File: src/rtl/i2s_transmitter.sv
// I2S serialiser with a one-pair holding buffer; a pair accepted into an empty buffer starts at the next frame load, MSB one bclk later.
// tx_ready drops while a pair is held and returns on the load edge; an empty buffer at load sends a zero frame and pulses underrun.
module i2s_transmitter #(
    parameter int DATA_WIDTH = 24,
    parameter int SLOT_WIDTH = 32,
    parameter int BCLK_DIV   = 4
) (
    input  logic                  clk,
    input  logic                  resetn,
    input  logic [DATA_WIDTH-1:0] tx_data_l,
    input  logic [DATA_WIDTH-1:0] tx_data_r,
    input  logic                  tx_valid,
    output logic                  tx_ready,
    output logic                  bclk,
    output logic                  lrck,
    output logic                  sdata,
    output logic                  underrun
);
    localparam int DIV_W   = $clog2(BCLK_DIV);
    localparam int BIT_W   = $clog2(2 * SLOT_WIDTH);
    localparam int FRAME_W = 2 * SLOT_WIDTH;
    localparam int PAD_W   = SLOT_WIDTH - DATA_WIDTH;

    localparam logic [DIV_W-1:0] DIV_LAST = DIV_W'(BCLK_DIV - 1);
    localparam logic [DIV_W-1:0] HALF_M1  = DIV_W'(BCLK_DIV / 2 - 1);
    localparam logic [BIT_W-1:0] BIT_LAST = BIT_W'(2 * SLOT_WIDTH - 1);
    localparam logic [BIT_W-1:0] SLOT_M1  = BIT_W'(SLOT_WIDTH - 1);

    logic [DIV_W-1:0]      div_cnt;
    logic [BIT_W-1:0]      bit_cnt;
    logic                  buf_full;
    logic [DATA_WIDTH-1:0] buf_l;
    logic [DATA_WIDTH-1:0] buf_r;
    logic [FRAME_W-1:0]    frame_sr;
    logic                  div_wrap;
    logic                  load;
    logic                  accept;

    assign div_wrap = (div_cnt == DIV_LAST);
    assign load     = div_wrap && (bit_cnt == BIT_LAST);
    assign accept   = tx_valid && !buf_full;
    assign tx_ready = !buf_full;

    always_ff @(posedge clk or negedge resetn) begin
        if (!resetn) begin
            div_cnt  <= '0;
            bit_cnt  <= '0;
            bclk     <= 1'b0;
            lrck     <= 1'b0;
            sdata    <= 1'b0;
            underrun <= 1'b0;
            buf_full <= 1'b0;
            buf_l    <= '0;
            buf_r    <= '0;
            frame_sr <= '0;
        end else begin
            div_cnt  <= div_wrap ? '0 : div_cnt + 1'b1;
            underrun <= load && !buf_full;

            if (div_wrap) begin
                bclk <= 1'b0;
            end else if (div_cnt == HALF_M1) begin
                bclk <= 1'b1;
            end

            // lrck/sdata move on the bclk falling edge, which is the div wrap
            if (div_wrap) begin
                bit_cnt <= load ? '0 : bit_cnt + 1'b1;
                lrck    <= !load && (bit_cnt >= SLOT_M1);
                if (load) begin
                    sdata    <= 1'b0;
                    frame_sr <= buf_full ? {buf_l, {PAD_W{1'b0}}, buf_r, {PAD_W{1'b0}}}
                                         : '0;
                end else begin
                    sdata    <= frame_sr[FRAME_W-1];
                    frame_sr <= {frame_sr[FRAME_W-2:0], 1'b0};
                end
            end

            // The load sees the pre-edge buffer, so a same-edge accept is held for the next frame
            if (accept) begin
                buf_l <= tx_data_l;
                buf_r <= tx_data_r;
            end
            buf_full <= load ? accept : (buf_full || accept);
        end
    end
endmodule

File: config.mk
export PLATFORM = sky130hd
export DESIGN_NAME = i2s_transmitter
export DESIGN_NICKNAME = d
export VERILOG_FILES = /design/src/rtl/i2s_transmitter.sv
export SDC_FILE = /design/constraint.sdc
export NUM_CORES = 1
export LEC_CHECK = 0
export BUFFER_PORTS_ARGS = -buffer_cell sky130_fd_sc_hd__clkbuf_2
export CORE_MARGIN = 2
export CORE_UTILIZATION = 60
export CTS_CLUSTER_DIAMETER = 150
export DETAILED_ROUTE_END_ITERATION = 10
export PLACE_DENSITY = 0.8
export SLEW_MARGIN = 15
export SYNTH_ARGS = -nofsm -noshare
export SYNTH_HDL_FRONTEND = slang
export SYNTH_SLANG_ARGS = --single-unit
File: constraint.sdc
create_clock -name clk -period 3.5 [get_ports clk]
set_input_delay 0.7 -clock clk [delete_from_list [all_inputs] [get_ports clk]]
set_output_delay 0.7 -clock clk [all_outputs]
set_load 0.02 [all_outputs]
Word-level counts from Yosys, hierarchy flattened. Index checks and enable logic that the tools add are counted.

Register bits after elaboration: 125. Input bits: 51. Output and inout port bits: 5. Word-level logic and storage cells: 32.

Add/subtract/negate cells: 2. Order comparisons: 1. Eq/ne operators: 3. Muxes and demuxes: 8. Reductions and logical operators: 8.

Operators by type and width (number): 64-bit two-way mux (2); 6-bit by 1-bit adder with 6-bit output, second input constant (1); 6-bit equality test, second input constant (1); 6-bit by 5-bit >= comparator with 1-bit output, second input constant (1); 6-bit two-way mux (1); 1-bit logical AND (4); 1-bit two-way mux (4); 2-bit by 1-bit adder with 2-bit output, second input constant (1); 2-bit by 1-bit equality test with 1-bit output, second input constant (1); 2-bit equality test, second input constant (1); 1-bit zero test (2); 2-bit two-way mux (1); 2-bit nonzero test (1); 1-bit logical OR (1).

Longest topological paths before layout. Gate-level depths: netlist (run 1).

Depth in word-level cells: 4. Mapped depth: 6. Mapped depth without buffers: 4.

Worst setup path before layout (run 1). No wires, ideal clock.

Path kind: input port to flip-flop. From: input tx_valid. To: register buf_l[10]. Library setup time: 125 ps. Arrival time: 1632 ps. Required time: 3375 ps. Setup slack: 1743 ps. Stages on the path: 4. Path buffers: 2. Cells stage by stage: nor2b_1 -> buf_2 -> buf_2 -> mux2_2.

Longest elaborated chain between the ends: 1.

Ends and longest elaborated chain: from (decl) (RTL line 12) `input logic tx_valid,`; 1-bit logical AND (RTL line 41) `assign accept = tx_valid && !buf_full;`; to (signal assigned) (RTL line 82) `buf_l <= tx_data_l;`; to (decl) (RTL line 32) `logic [DATA_WIDTH-1:0] buf_l;`.

No other way between the ends. A chain may end at the register's enable or synchronous reset.

Final worst setup path (run 1).
From: register div_cnt[0]. To: register frame_sr[8].

Longest elaborated chain between the ends: 3.

Ends and longest elaborated chain: from (decl) (RTL line 29) `logic [DIV_W-1:0] div_cnt;`; from (signal assigned) (RTL line 57) `div_cnt <= div_wrap ? '0 : div_cnt + 1'b1;`; 2-bit equality test * (RTL line 39) `assign div_wrap = (div_cnt == DIV_LAST);`; 1-bit logical AND (RTL line 40) `assign load = div_wrap && (bit_cnt == BIT_LAST);`; 64-bit two-way mux (RTL line 70) `if (load) begin`; to (signal assigned) (RTL line 72) `frame_sr <= buf_full ? {buf_l, {PAD_W{1'b0}}, buf_r, {PAD_W{1'b0}}}`; to (signal assigned) (RTL line 76) `frame_sr <= {frame_sr[FRAME_W-2:0], 1'b0};`; to (decl) (RTL line 34) `logic [FRAME_W-1:0] frame_sr;`.

Every way passes the cells marked *; elsewhere a longest branch is shown, timed or not.

==> run metrics, run 1 <==
status=finished clean; worst slack, placed=1130 ps; Rows=32; CTS root buf=clkbuf_8; Nets=451; worst-path fanout max=66; max-cap viol count=0; Final Hold Vio Count=0; min Tclk post-route=2370 ps; unrepaired setup endpoints after global routing=no; hold buffer count at CTS=0; GRT met1 Usage=0.309; register area share after synthesis=0.620; global route total overflow=0; Die H=approximately 93 um; crit path DAT=2820 ps; Routed Antenna Nets=0; post_cts resized=0; synth unique cells=24; min-delay worst type=in2async; Synth Cell Area=0.00472 sq mm; number of global-route vias before repair=2954; initial antenna violation count=0; gr busiest metal=met2; first-pass GRT wire length=14.6 mm; global-route met3 utilization=0.0643; top_reg_cell synth=dfrtp_1; io pins=between 50 and 60; Pwr Density=547 mW/mm^2; initial core utilization=0.615; Clock Skew=6.92 ps; # Post-CTS Setup Buffers=0; DR vias/cell=5.86; Final setup viols=0; H-tree depth=4; Avg Cell Area, Syn=around 14 sq um; layout cells sized above 1=0.347; Yosys warning count=0; Ant. Diodes=0; Synth Net Count=slightly below 400; CTS tree=yes; met2 usage=0.339; Layout area overhead=18.3%; routed wire length=8.87 mm; wire length per cell=17.5 um; Lkg Pwr=0.00272 uW; DR vias=a little under 3000; Final Wtd Congestion=0.760; FF+latch count, synth=117; DP HPWL=5.22 mm; drt drc=0; First-pass DRT Iterations=4; clock sinks=around 120; CP required=3950 ps; Post-Place Cells=480; Layout Cells excl Fill=508; Die X=approximately 93 um; clk buf depth=2; Setup CP Type=reg2reg; final period utilization=0.677; Slew Viols, Final=0; drt first-iter violations=157; Die Area=0.00860 sq mm; Setup crit end kind=flip-flop; Max Clk Rate=422 MHz; Slew headroom=0.444; final setup margin=1130 ps; Setup TNS Final=0 ps; Synth Instances=approximately 340; CTS Buf Count=17; Setup crit start kind=flip-flop; Core ar.=0.00769 sq mm; All-Layer GR Usage=0.223; pin count of the biggest net entering global routing=69; # fillers=514; clk_lat worst skew=510 ps; Max VDD drop=0.420 mV; Synth async-reset ratio=1.00; number of synthesized flops with an enable pin=0; clk slew on worst S/H paths=60 ps; I/O Buffers=between 50 and 60; worst-margin pin slew=834 ps
[metal layers]
metal,vias to the layer above,routed length [um]
met4,0,112
met2,82,4190
met1,1522,4120
met3,12,455
met5,-,0
li1,1363,-
[per-stage QoR]
stage / hold slack, ps / util / power, uW / cell area, sq um
2_1_floorplan: 404 / - / 1520 / 4720
3_3_place_gp: 447 / 0.662 / 1590 / 5090
3_5_place_dp: 468 / 0.662 / 1600 / 5090
4_1_cts: 314 / 0.727 / 3080 / 5590
5_1_grt: 367 / 0.727 / 3170 / 5590
6_report: 302 / 0.727 / 3060 / 5590
[flip-flops by register name, indices dropped and copies added, names as in the netlist]
| signal | cells |
|---|---|
| buf_full | 1 |
| buf_r | 24 |
| sdata | 1 |
| frame_sr | 56 |
| bit_cnt | 6 |
| buf_l | 24 |
| lrck | 1 |
| underrun | 1 |
| div_cnt | 2 |
| bclk | 1 |
[synth_stat cells (2+ instances only)]
master	count	area, sq um
dfrtp_1	117	2930
mux2_2	49	552
nor2b_1	48	300
a221o_1	47	470
nand2_1	11	41.3
buf_2	10	50.1
o2bb2ai_1	10	87.6
clkbuf_1	9	33.8
nor2_1	9	33.8
inv_1	4	15.0
nand4_1	4	25.0
buf_6	3	33.8
ha_1	3	37.5
a21oi_1	2	10.0
buf_4	2	15.0
xnor2_1	2	17.5
xor2_1	2	17.5
[cells in the final DEF, fill, tap and decap left out, types with 2 or more instances in the layout]
master,n
nand4_1,4
clkbuf_2,54
o2bb2ai_1,10
a21oi_1,2
clkbuf_16,16
ha_1,2
xnor2_1,2
nor2b_1,47
inv_1,4
buf_4,9
nand2_1,11
a221o_1,47
mux2_2,49
clkbuf_8,2
clkbuf_1,3
nor2_1,9
clkinv_2,6
dfrtp_1,117
xor2_1,2
[cells by family after synthesis]
logic type | share of synthesized area
DFF | 0.620
and+or+nand+nor | 0.0914
AOI/OAI and AO/OA | 0.126
muxes | 0.117
buffers and inverters | 0.0312
xor gates and xnor gates | 0.00742
adders and majority gates | 0.00795
[final cells by class]
class,instances,area [sq um],area share
well taps,102,128,0.0228
clock inverters,7,60.1,0.0107
clock buffers,21,439,0.0786
inverters,4,15.0,0.00269
multi-input cells,194,1680,0.301
repair buffers,63,338,0.0605
flip-flops and latches,117,2930,0.524
[worst max-delay path, stage by stage, from the launching register on]
cell and delay, ps:
dfrtp_1 380, ha_2 200, buf_4 520, nand2_1 290, nor2_1 640, a32o_1 260
[power breakdown]
part	internal [uW]	switching, uW
clock network	932	550
logic	69.0	47.8
registers	1420	39.3
total	2420	637
[final timing paths]
path | from | endpoint | slack (ps) | depth (start not counted)
max in group asynchronous | resetn | buf_l[10] | 2380 | 2
min reg2reg | div_cnt[0] | div_cnt[0] | 470 | 1
min in group clk | tx_data_l[19] | buf_l[19] | 420 | 2
max | div_cnt[0] | frame_sr[8] | 1130 | 5
min | resetn | div_cnt[1] | 300 | 1
max reg2reg | div_cnt[0] | frame_sr[8] | 1130 | 5
(Power assumes the default switching activity.)
==> run 2: changes to the inputs <==
- CORE_UTILIZATION: 60 -> 52
- PLACE_DENSITY: 0.8 -> 0.73
- clock period: 3.5 -> 2 ns (I/O delays scaled with it)
==> run 2 against run 1 <==
- final cell count is 2.6% higher
- worst setup slack worse by 900 ps
- routed wire length is 1.1% higher
- combinational power is 79% higher
- via count is 0.81% higher
- design area is 2.8% higher
- global-route usage is 2.5 points lower
- sequential power is 75% higher
- largest cell class unchanged
==> run metrics, run 2 (same netlist as run 1, synthesis figures left out) <==
status=finished clean; Register Area=between 0.002 and 0.003 sq mm; area of the multi-input gates=about 0.0017 sq mm; wire length per cell=approximately 17 um; Final setup viols=0; clk_lat worst skew=520 ps; drt first-iter violations=174; Nets=456; Setup crit start kind=flip-flop; min Tclk post-route=1770 ps; # fillers=651; Largest Register=frame_sr; Die Area=0.00986 sq mm; initial antenna violation count=0; DR vias=3003; worst slack, placed=around 250 ps; gr busiest metal=met2; Layout area overhead=21.6%; Lkg Pwr=0.00279 uW; Setup crit end kind=flip-flop; clock sinks=117; Max Clk Rate=approximately 570 MHz; hold path cells=2; RR Startpoint=bit_cnt[0]; Post-DP Area=0.00515 sq mm; Slew headroom=0.751; Setup CP Type=reg2reg; Max VDD drop=0.601 mV; final period utilization=0.885; DP HPWL=5.40 mm; Setup TNS Final=0 ps; CTS tree=yes; r2r setup slk=roughly 230 ps; Core Util, Final=0.655; worst-margin pin slew=374 ps; post_cts resized=0; First-pass DRT Iterations=4; first-pass GRT wire length=15.1 mm; DR vias/cell=between 5 and 6; worst hold endpoint=buf_l[22]; slowest cell delay on critical path=430 ps; final setup margin=230 ps; H-tree depth=4; Slew Viols, Final=0; worst r2r dst=frame_sr[30]; Slowest-stage cell, CP=dfrtp_1; max reg flops=56; # Post-CTS Setup Buffers=0; crit path DAT=2160 ps; All-Layer GR Usage=0.198; hold_sp=tx_data_l[22]; initial core utilization=0.539; global route total overflow=0; Core ar.=0.00876 sq mm; layout cells sized above 1=0.363; Final Cell Area=0.00574 sq mm; io pins=56; max-cap viol count=0; Die H=99.3 um; GRT met1 Usage=0.277; CP required=2390 ps; crit path cell chain=ha_1 -> nand2_1 -> nor3_4 -> buf_4 -> a221o_1; most frequent cells in the layout=dfrtp_1 (117), clkbuf_2 (54), mux2_2 (49), nor2b_1 (47), a221o_1 (47); worst-path fanout max=26; CTS root buf=clkbuf_8; Routed Antenna Nets=0; Clock Skew=11.1 ps; Rows=34; met2 usage=0.288; commonest non-fill, non-tap cell in the layout=dfrtp_1; min-delay worst type=in2reg; pin count of the biggest net entering global routing=73; drt drc=0; Pwr Density=992 mW/mm^2; delay-heaviest family, CP=flip-flops; Final Wtd Congestion=about 0.85; CTS Buf Count=17; I/O Buffers=55; Die X=a little under 100 um; Worst Reg-to-Reg Cells=5; clk slew on worst S/H paths=60 ps; global-route met3 utilization=0.0731; number of global-route vias before repair=3068; Final Hold Vio Count=0; biggest regs=frame_sr x56, buf_l x24, buf_r x24; Critical path buffers and inverters=1; routed wire length=8.98 mm; Ant. Diodes=0; unrepaired setup endpoints after global routing=no; clk buf depth=2
[run 2: cell types whose count changed in the layout (fill, tap and decap cells not counted), moves of 2 or more]
cell	before	now
buf_12	0	2
buf_4	9	11
clkbuf_1	3	0
clkbuf_8	2	6
clkinv_2	6	3
clkinvlp_4	0	2
[run 2: worst max path at each step]
stage,startpoint,to,slack [ps],cells past startpoint
after floorplan,bit_cnt[0],frame_sr[40],370,6
after global placement,bit_cnt[0],frame_sr[25],350,5
after detailed placement,bit_cnt[0],frame_sr[40],250,5
after CTS,bit_cnt[0],frame_sr[18],240,5
after global routing,bit_cnt[1],frame_sr[30],100,5
final,bit_cnt[0],frame_sr[30],230,5
[run 2: per-layer routing]
metal / vias to the layer above / share of wire
met5: - / 0
met4: 0 / 0.013
met3: 12 / 0.052
met2: 75 / 0.46
met1: 1539 / 0.47
li1: 1377 / -
[run 2: repair_timing]
item,in CTS,in global routing
endpoints found under the hold margin,117,0
hold buffers,1,0
setup endpoints to repair,0,0
[run 2: stage by stage]
stage               instances  total power (uW)  hold WS [ps]
floorplan                 339              2660           104
global placement          490              2790           410
detailed placement        490              2810           410
CTS                       521              5740           104
global route              521              5890          98.8
finish                    521              5700           115
[run 2: final cells by class]
| type | count | area share |
|---|---|---|
| sequential | 117 | 0.510 |
| timing repair buffer | 68 | 0.0702 |
| multi-input combinational | 194 | 0.293 |
| inverter | 4 | 0.00261 |
| clock inverter | 8 | 0.0172 |
| clock buffer | 22 | 0.0841 |
| tap | 108 | 0.0235 |
[run 2: power breakdown]
part	leakage, uW	internal, uW	switching (uW)
registers	0.00154	2480	67.3
logic	0.000961	127	83.2
clock network	0.000285	1920	1020
==> run 3: changes to the inputs <==
- CELL_PAD_IN_SITES_DETAIL_PLACEMENT: not set -> 1
- CELL_PAD_IN_SITES_GLOBAL_PLACEMENT: not set -> 1
- CORE_ASPECT_RATIO: not set -> 1.75
- CORE_UTILIZATION: 52 -> 43
- GPL_TIMING_DRIVEN: not set -> 0
==> run 3 against run 2 <==
- power grew 1.4%
- clock skew shrank 2.7 ps
- maximum frequency shrank 6.3%
- register-to-register slack lost 120 ps
- die area grew 20%
- global-route usage shrank 0.075 points
- worst setup slack lost 120 ps
- clock-buffer cell count is the same
==> run metrics, run 3 (same netlist as run 1, synthesis figures left out) <==
worst r2r dst=frame_sr[48]; CTS root buf=clkbuf_16; Clock Skew=8.42 ps; routed wire length=10.8 mm; Nets=469; wire length per cell=19.4 um; All-Layer GR Usage=0.198; Setup crit start kind=flip-flop; CTS Buf Count=17; max-cap viol count=0; Largest Register=frame_sr; Setup crit end kind=flip-flop; Die Area=~0.012 sq mm; worst-path fanout max=10; status=finished clean; worst hold endpoint=buf_l[13]; clk_lat worst skew=410 ps; global-route met3 utilization=0.0514; clk buf depth=2; Critical path buffers and inverters=2; Rows=50; RR Startpoint=div_cnt[0]; slowest cell delay on critical path=about 400 ps; Setup CP Type=reg2reg; drt first-iter violations=132; DR vias/cell=5.49; met2 usage=0.347; unrepaired setup endpoints after global routing=no; Post-Place Cells=525; final period utilization=0.944; biggest regs=frame_sr x56, buf_l x24, buf_r x24; max reg flops=56; Max Clk Rate=530 MHz; CP required=2290 ps; DP HPWL=6.93 mm; Ant. Diodes=0; Slew headroom=0.657; Layout area overhead=23.1%; Setup TNS Final=0 ps; Final setup viols=0; # fillers=1098; commonest non-fill, non-tap cell in the layout=dfrtp_1; delay-heaviest family, CP=flip-flops; min Tclk post-route=roughly 1900 ps; initial core utilization=0.442; CTS tree=yes; GRT met1 Usage=0.231; hold path cells=2; drt drc=0; H-tree depth=4; Core ar.=0.0107 sq mm; initial antenna violation count=0; clk slew on worst S/H paths=50 ps; Worst Reg-to-Reg Cells=6; worst-margin pin slew=515 ps; crit path DAT=roughly 2200 ps; first-pass GRT wire length=between 15 and 20 mm; Final Cell Area=0.00582 sq mm; I/O Buffers=55; global route total overflow=0; most frequent cells in the layout=dfrtp_1 (117), clkbuf_2 (59), mux2_2 (49), nor2b_1 (47), a221o_1 (47); Die H=between 100 and 150 um; Layout Cells excl Fill=558; Routed Antenna Nets=0; crit path cell chain=ha_1 -> nand2_1 -> nor3_4 -> clkbuf_4 -> buf_4 -> a221o_1; gr busiest metal=met2; Final Wtd Congestion=0.789; First-pass DRT Iterations=4; io pins=56; Final Hold Vio Count=0; hold_sp=tx_data_l[13]; pin count of the biggest net entering global routing=61; layout cells sized above 1=0.371; clock sinks=around 120; Die X=83.2 um; Pwr Density=994 mW/mm^2; Post-DP Area=0.00520 sq mm; Lkg Pwr=0.00285 uW; DR vias=3063; Slowest-stage cell, CP=dfrtp_1; Max VDD drop=0.781 mV; r2r setup slk=110 ps; min-delay worst type=in2reg; number of global-route vias before repair=3518; Slew Viols, Final=0
[run 3: changes by cell type in the layout (fill, tap and decap cells not counted), moves of 2 or more]
cell,change
buf_4,-9
buf_2,+9
buf_6,+3
clkbuf_2,+5
clkinv_2,+4
buf_12,-2
clkbuf_1,+5
[run 3: layer usage]
metal	vias to the layer above	wire [um]
met5	-	0
met3	20	325
met1	1591	4370
met2	51	5930
met4	0	180
li1	1401	-
[run 3: power by group]
part	switching (uW)	internal [uW]	leakage, uW	total, uW
Clock	1070	1950	0.000295	3020
Combinational	89.4	125	0.00101	214
Sequential	65.4	2480	0.00154	2550
Total	1220	4560	0.00285	5780
[run 3: per-stage QoR]
| step | util | power [uW] | setup WS, ps | hold slack (ps) |
|---|---|---|---|---|
| final | 0.544 | 5780 | 112 | 218 |
| after global routing | 0.544 | 5970 | 21.8 | 216 |
| after CTS | 0.542 | 5840 | 18.1 | 210 |
| after detailed placement | 0.486 | 2810 | 45.5 | 411 |
| after global placement | 0.483 | 2780 | -1150 | 445 |
| after floorplan | - | 2660 | 368 | 104 |
[run 3: layout make-up]
cell class | instances | area [sq um] | area share
Buffer | 24 | 141 | 0.0243
Clock buffer | 22 | 484 | 0.0833
Clock inverter | 10 | 103 | 0.0176
Inverter | 4 | 15.0 | 0.00258
Multi-Input combinational cell | 194 | 1660 | 0.285
Sequential cell | 117 | 2930 | 0.503
Tap cell | 130 | 163 | 0.0280
Timing Repair Buffer | 57 | 322 | 0.0553
[run 3: worst max-delay path by stage]
stage / cells past startpoint / slack (ps) / endpoint / from
6_report: 6 / 110 / frame_sr[48] / div_cnt[0]
4_1_cts: 6 / 20 / frame_sr[48] / bit_cnt[0]
3_5_place_dp: 5 / 50 / buf_r[0] / tx_valid
2_1_floorplan: 6 / 370 / frame_sr[40] / bit_cnt[0]
3_3_place_gp: 1 / -1150 / buf_r[14] / resetn
5_1_grt: 5 / 20 / frame_sr[41] / div_cnt[0]
[run 3: repair_timing]
| action | 4_1_cts | 5_1_grt |
|---|---|---|
| hold buffers | 1 | 0 |
| endpoints found under the setup margin | 0 | 43 |
| resized for setup | 0 | 14 |
| buffers inserted | 0 | 0 |
| hold endpoints to repair | 46 | 0 |
